File: config.mk
export PLATFORM = sky130hd
export DESIGN_NAME = fetch_ctrl
export DESIGN_NICKNAME = d
export VERILOG_FILES = /design/src/rtl/fetch_pkg.sv /design/src/rtl/fetch_ctrl_sat_counter16.sv /design/src/rtl/fetch_ctrl.sv
export SDC_FILE = /design/constraint.sdc
export NUM_CORES = 1
export LEC_CHECK = 0
export ABC_CLOCK_PERIOD_IN_PS = 2700
export BUFFER_PORTS_ARGS = -buffer_cell sky130_fd_sc_hd__buf_2
export CELL_PAD_IN_SITES_DETAIL_PLACEMENT = 0
export CELL_PAD_IN_SITES_GLOBAL_PLACEMENT = 2
export CORE_MARGIN = 2
export CORE_UTILIZATION = 32
export CTS_CLUSTER_DIAMETER = 200
export DETAILED_ROUTE_END_ITERATION = 6
export PLACE_DENSITY_LB_ADDON = 0.1
export SLEW_MARGIN = 10
export SYNTH_ARGS = -nofsm -noshare
export SYNTH_HDL_FRONTEND = slang
export SYNTH_HIERARCHICAL = 1
export SYNTH_SLANG_ARGS = --single-unit
File: constraint.sdc
create_clock -name clk -period 2.7 [get_ports clk]
set_input_delay 0.54 -clock clk [delete_from_list [all_inputs] [get_ports clk]]
set_output_delay 0.54 -clock clk [all_outputs]
set_load 0.02 [all_outputs]
File: src/rtl/fetch_pkg.sv
// ----------------------------------------------------------------------------
// fetch_pkg
// Shared definitions for the fetch controller: opcode constants for the
// control-transfer instructions, FSM state encoding, bus widths and the
// ctrl() classifier that tells whether an opcode redirects fetch.
// ----------------------------------------------------------------------------
package fetch_pkg;

   localparam int unsigned OP_W    = 6;
   localparam int unsigned STATE_W = 3;
   localparam int unsigned CNT_W   = 16;

   localparam logic [OP_W-1:0] OP_BEQ = OP_W'(32);
   localparam logic [OP_W-1:0] OP_BNE = OP_W'(33);
   localparam logic [OP_W-1:0] OP_BLT = OP_W'(34);
   localparam logic [OP_W-1:0] OP_BLE = OP_W'(35);
   localparam logic [OP_W-1:0] OP_J   = OP_W'(40);
   localparam logic [OP_W-1:0] OP_JAL = OP_W'(41);
   localparam logic [OP_W-1:0] OP_JR  = OP_W'(42);

   localparam logic [CNT_W-1:0] CNT_MAX = {CNT_W{1'b1}};

   typedef enum logic [STATE_W-1:0] {
      ST_IDLE      = 3'd0,
      ST_RUN       = 3'd1,
      ST_CTRL_WAIT = 3'd2,
      ST_MEM_WAIT  = 3'd3,
      ST_HALT      = 3'd4
   } state_t;

   // True for branches and jumps; everything else is sequential.
   function automatic logic ctrl(input logic [OP_W-1:0] op);
      logic r;
      r = 1'b0;
      case (op)
         OP_BEQ, OP_BNE, OP_BLT, OP_BLE,
         OP_J, OP_JAL, OP_JR: r = 1'b1;
         default:             r = 1'b0;
      endcase
      return r;
   endfunction

endpackage

File: src/rtl/fetch_ctrl_sat_counter16.sv
// ----------------------------------------------------------------------------
// sat_counter16
// 16-bit event counter that increments on i_en and sticks at all-ones.
// Ports:
//   clk, rstd   clock, asynchronous active-low reset (clears the count)
//   i_en        count this cycle
//   o_count     current count value (registered)
// ----------------------------------------------------------------------------
module sat_counter16
   import fetch_pkg::*;
(
   input  logic             clk,
   input  logic             rstd,
   input  logic             i_en,
   output logic [CNT_W-1:0] o_count
);

   logic [CNT_W-1:0] r_count;

   // Count enabled events, holding at the maximum instead of wrapping.
   always_ff @(posedge clk or negedge rstd) begin
      if (!rstd) begin
         r_count <= '0;
      end else if (i_en && (r_count != CNT_MAX)) begin
         r_count <= r_count + CNT_W'(1);
      end
   end

   assign o_count = r_count;

endmodule

File: src/rtl/fetch_ctrl.sv
// ----------------------------------------------------------------------------
// fetch_ctrl
// Fetch-stage controller. Decides each cycle whether the PC holds, advances
// or loads a branch/jump target, and whether the F->D latch gets a bubble.
// Priority per cycle: mem_busy > halt_req > W redirect > D/E control stall
// > sequential advance. Control outputs are combinational from the state
// register and the inputs; the two counters are registered.
//
// Build option FETCH_PREDICT_NT_EN:
//   undefined - control ops in D/E stall fetch (CTRL_WAIT) until they reach
//               W, where every control op redirects (a not-taken target is
//               simply the held PC); kill_d/kill_e stay 0.
//   defined   - static not-taken prediction: no D/E stall, a taken op in W
//               redirects and squashes D and E; not-taken does nothing.
//
// Ports:
//   clk, rstd            clock, asynchronous active-low reset
//   start                leave IDLE/HALT
//   halt_req             request fetch halt
//   mem_busy             global freeze
//   op_d, op_e, op_w     opcodes in decode, execute, writeback
//   taken_w              control op in W is taken
//   pc_hold              PC keeps its value
//   pc_redirect          PC loads the branch/jump target
//   bubble_f             F->D latch receives a NOP
//   kill_d, kill_e       squash D / E to NOP
//   state                current FSM state
//   stall_cnt            cycles of PC hold while active (saturating)
//   flush_cnt            cycles with a squash (saturating)
// ----------------------------------------------------------------------------
module fetch_ctrl
   import fetch_pkg::*;
(
   input  logic               clk,
   input  logic               rstd,
   input  logic               start,
   input  logic               halt_req,
   input  logic               mem_busy,
   input  logic [OP_W-1:0]    op_d,
   input  logic [OP_W-1:0]    op_e,
   input  logic [OP_W-1:0]    op_w,
   input  logic               taken_w,
   output logic               pc_hold,
   output logic               pc_redirect,
   output logic               bubble_f,
   output logic               kill_d,
   output logic               kill_e,
   output logic [STATE_W-1:0] state,
   output logic [CNT_W-1:0]   stall_cnt,
   output logic [CNT_W-1:0]   flush_cnt
);

   state_t r_state;
   state_t w_next_state;
   state_t r_saved;
   state_t w_next_saved;

   logic w_ctrl_d;
   logic w_ctrl_e;
   logic w_ctrl_w;
   logic w_redirect_req;
   logic w_stall_req;
   logic w_kill;
   logic w_unused;
   logic w_stall_en;
   logic w_flush_en;

   assign w_ctrl_d = ctrl(op_d);
   assign w_ctrl_e = ctrl(op_e);
   assign w_ctrl_w = ctrl(op_w);

`ifdef FETCH_PREDICT_NT_EN
   // Fetch runs ahead on the fall-through path; only a taken op costs a flush.
   assign w_redirect_req = w_ctrl_w & taken_w;
   assign w_stall_req    = 1'b0;
   assign w_kill         = 1'b1;
   assign w_unused       = w_ctrl_d ^ w_ctrl_e;
`else
   // Fetch waited behind the op, so the target is always valid to load.
   assign w_redirect_req = w_ctrl_w;
   assign w_stall_req    = w_ctrl_d | w_ctrl_e;
   assign w_kill         = 1'b0;
   assign w_unused       = taken_w;
`endif

   // State and saved-state registers.
   always_ff @(posedge clk or negedge rstd) begin
      if (!rstd) begin
         r_state <= ST_IDLE;
         r_saved <= ST_IDLE;
      end else begin
         r_state <= w_next_state;
         r_saved <= w_next_saved;
      end
   end

   // Next-state and output decode.
   always_comb begin
      w_next_state = r_state;
      w_next_saved = r_saved;
      pc_hold      = 1'b0;
      pc_redirect  = 1'b0;
      bubble_f     = 1'b0;
      kill_d       = 1'b0;
      kill_e       = 1'b0;

      case (r_state)
         ST_IDLE: begin
            pc_hold  = 1'b1;
            bubble_f = 1'b1;
            if (start) begin
               w_next_state = ST_RUN;
            end
         end

         ST_HALT: begin
            if (mem_busy) begin
               pc_hold      = 1'b1;
               w_next_saved = r_state;
               w_next_state = ST_MEM_WAIT;
            end else begin
               pc_hold  = 1'b1;
               bubble_f = 1'b1;
               if (start) begin
                  w_next_state = ST_RUN;
               end
            end
         end

         // Frozen; W is frozen too, so the saved state re-resolves it on exit.
         ST_MEM_WAIT: begin
            pc_hold = 1'b1;
            if (!mem_busy) begin
               w_next_state = r_saved;
            end
         end

         ST_RUN, ST_CTRL_WAIT: begin
            if (mem_busy) begin
               pc_hold      = 1'b1;
               w_next_saved = r_state;
               w_next_state = ST_MEM_WAIT;
            end else if (halt_req) begin
               // Fetch stops from the next cycle on.
               w_next_state = ST_HALT;
            end else if (w_redirect_req) begin
               // A D-stage op behind the redirect is a bubble, so no stall.
               pc_redirect  = 1'b1;
               kill_d       = w_kill;
               kill_e       = w_kill;
               w_next_state = ST_RUN;
            end else if (w_stall_req) begin
               pc_hold      = 1'b1;
               bubble_f     = 1'b1;
               w_next_state = ST_CTRL_WAIT;
            end else begin
               w_next_state = ST_RUN;
            end
         end

         default: begin
            pc_hold      = 1'b1;
            bubble_f     = 1'b1;
            w_next_state = ST_IDLE;
         end
      endcase
   end

   assign state      = STATE_W'(r_state);
   assign w_stall_en = pc_hold && (r_state != ST_IDLE) && (r_state != ST_HALT);
   assign w_flush_en = kill_d | kill_e;

   sat_counter16 u_stall_cnt (
      .clk     (clk),
      .rstd    (rstd),
      .i_en    (w_stall_en),
      .o_count (stall_cnt)
   );

   sat_counter16 u_flush_cnt (
      .clk     (clk),
      .rstd    (rstd),
      .i_en    (w_flush_en),
      .o_count (flush_cnt)
   );

endmodule

==> metrics <==
setup TNS=0 ps; vias in the first global route=1,847; post-synthesis area per instance=around 10 um^2; Pre-antenna DRT Iters=4; Worst Hold Class=in -> async; DR WL/cell=14.4 um; most frequent cells in the layout=buf_2, dfrtp_1, nand3_1, nor2_1, nand2_1; Detailed Route WL=approximately 5300 um; final setup fails=0; initial antenna violation count=0; total congestion overflow=0; Post-Layout Cell Count=between 300 and 400; WP data required=2160 ps; GP Congestion=about 0.7; Final #Nets=between 300 and 400; CTS Root Cell=clkbuf_8; async set-or-reset flop fraction in the synthesized netlist=1.00; CTS Buffer Depth=2; worst hold slack=375 ps; final hold violations=0; Synth Instances=roughly 220; Core ar.=6720 um^2; total setup buffers inserted after CTS=0; row count=30; Tcrit/Tclk final=0.831; Routed Antenna Nets=0; Ant. Diodes=0; Clock Sinks=38; area share of the largest cell type after synthesis=0.434; CTS tree=yes; CTS Hold Buffers Added=0; Slew Viols, Final=0; final worst slack=457 ps; RSZ-0062 raised after global routing=no; num ports=64; Worst-path clk slew=about 80 ps; placed cell count=360; MaxCap Viol Count=0; Via density=about 5.2; Fmax=~0.45 GHz; top_reg_cell synth=dfrtp_1; CP Data Arrival Time=about 1700 ps; Layout area overhead=23.2%; sequential area share after synthesis=0.434; Ys Warns=6; min Tclk post-route=roughly 2200 ps; Pwr Density=approximately 850 nW/um^2; DR iter-0 viols=129; Cell variety after synth=51; R2R setup slack=about 620 ps; Post-DP HPWL=between 3000 and 4000 um; commonest non-fill, non-tap cell in the layout=buf_2; outcome=completed; clock skew=6.58 ps; dpl ws=231 ps; Max Fanout on Critical Path=16; share of layout cells above drive strength 1=0.309; Initial Util=0.326; pin count of the biggest net entering global routing=39; Synth Cell Area=~2200 um^2; #FFs+latches synth=38; EDFF count, synth=0; CP startpoint kind=flip-flop; Worst-Skew Late Latency=290 ps; die width=86.8 um; Area contributors post-synth=dfrtp_1, xnor2_1, nand4_1, nand3_1, nor2_1; Die H=86.8 um; Worst Tran Pin Value=~900 ps; VDD IR-drop max=0.360 mV; PortBufs=60; Crit Path Category=reg -> out; Die ar.=about 7500 um^2; post-CTS sizing=0; cell type with the largest total area after synthesis=dfrtp_1; All-Layer GR Usage=0.148; CTS buffer count=5; htree depth=2; Vias=about 1.9k; Worst setup EP type=output port; Leak Pwr=around 0.0013 uW; first-pass GRT wire length=between 8000 and 9000 um; DRC=0; Max-slew headroom=0.403
-- cell usage after synthesis (all sizes together), types with 3 or more instances --
cell type,count
o21ai,7
buf,8
a31oi,5
o211ai,4
nand3b,3
nor2,19
nand4,19
and4,4
mux2i,3
nor3,4
xor2,7
and3,6
nor4,3
a21oi,11
nand3,19
xnor2,13
nand2,19
o21a,5
dfrtp,38
mux2,3
-- kinds of logic (layout without fill, tap and decap cells) --
| kind of cell | after synthesis | count (layout) | synth area share |
|---|---|---|---|
| other | 1 | 7 | 0.00171 |
| xor gates and xnor gates | 20 | 20 | 0.0799 |
| buffers and inverters | 9 | 73 | 0.0262 |
| AOI/OAI and AO/OA | 39 | 39 | 0.122 |
| and+or+nand+nor | 103 | 103 | 0.295 |
| adders and majority gates | 2 | 2 | 0.0114 |
| muxes | 6 | 6 | 0.0308 |
| DFF | 38 | 38 | 0.434 |
-- per-layer routing --
| layer | up-vias | track usage | share of wire |
|---|---|---|---|
| met3 | 2 | 0.0352 | 0.052 |
| met4 | 0 | 0.0341 | 0.0036 |
| li1 | 948 | - | - |
| met5 | - | 0 | 0 |
| met1 | 913 | 0.206 | 0.50 |
| met2 | 47 | 0.233 | 0.44 |
-- layout make-up --
class	instances	area, um^2
Clock buffer	5	68.8
Inverter	1	3.75
Multi-Input combinational cell	177	1210
Timing Repair Buffer	64	330
Sequential cell	38	951
Fill cell	727	4020
Clock inverter	3	40.0
Tap cell	80	100
-- flip-flops by register name, summed over array words and instances, names as in the netlist --
signal and flops:
r_saved 3, state 3, u_flush_cnt/o_count 16, u_stall_cnt/o_count 16
-- final timing paths --
check	startpoint	to	depth (start not counted)
max reg2reg	state[0]	u_stall_cnt/o_count[13]	6
max	state[0]	pc_redirect	4
max in group asynchronous	rstd	u_flush_cnt/o_count[6]	1
min	rstd	u_stall_cnt/o_count[3]	1
min reg2reg	u_stall_cnt/o_count[4]	u_stall_cnt/o_count[4]	1
min in group clk	u_stall_cnt/o_count[4]	u_stall_cnt/o_count[4]	1
-- per-stage QoR --
stage / power [uW] / util / instance area, um^2
2_1_floorplan: 1550 / - / 2220
3_3_place_gp: 1830 / 0.386 / 2590
3_5_place_dp: 1830 / 0.386 / 2590
4_1_cts: 2340 / 0.402 / 2700
5_1_grt: 2490 / 0.402 / 2700
6_report: 2300 / 0.402 / 2700
-- worst max-delay path, cell delays in order (launching register included) --
cell	delay [ps]
dfrtp_1	670
xor2_1	290
nand2_1	90
nor3_1	170
buf_2	200
-- where the power goes --
part | switching [uW] | leakage, uW | internal (uW)
Combinational | 523 | 0.000728 | 373
Sequential | 215 | 0.000495 | 704
Clock | 209 | 0.0000579 | 272
Total | 947 | 0.00128 | 1350
Power figures use the tool's default switching activity.
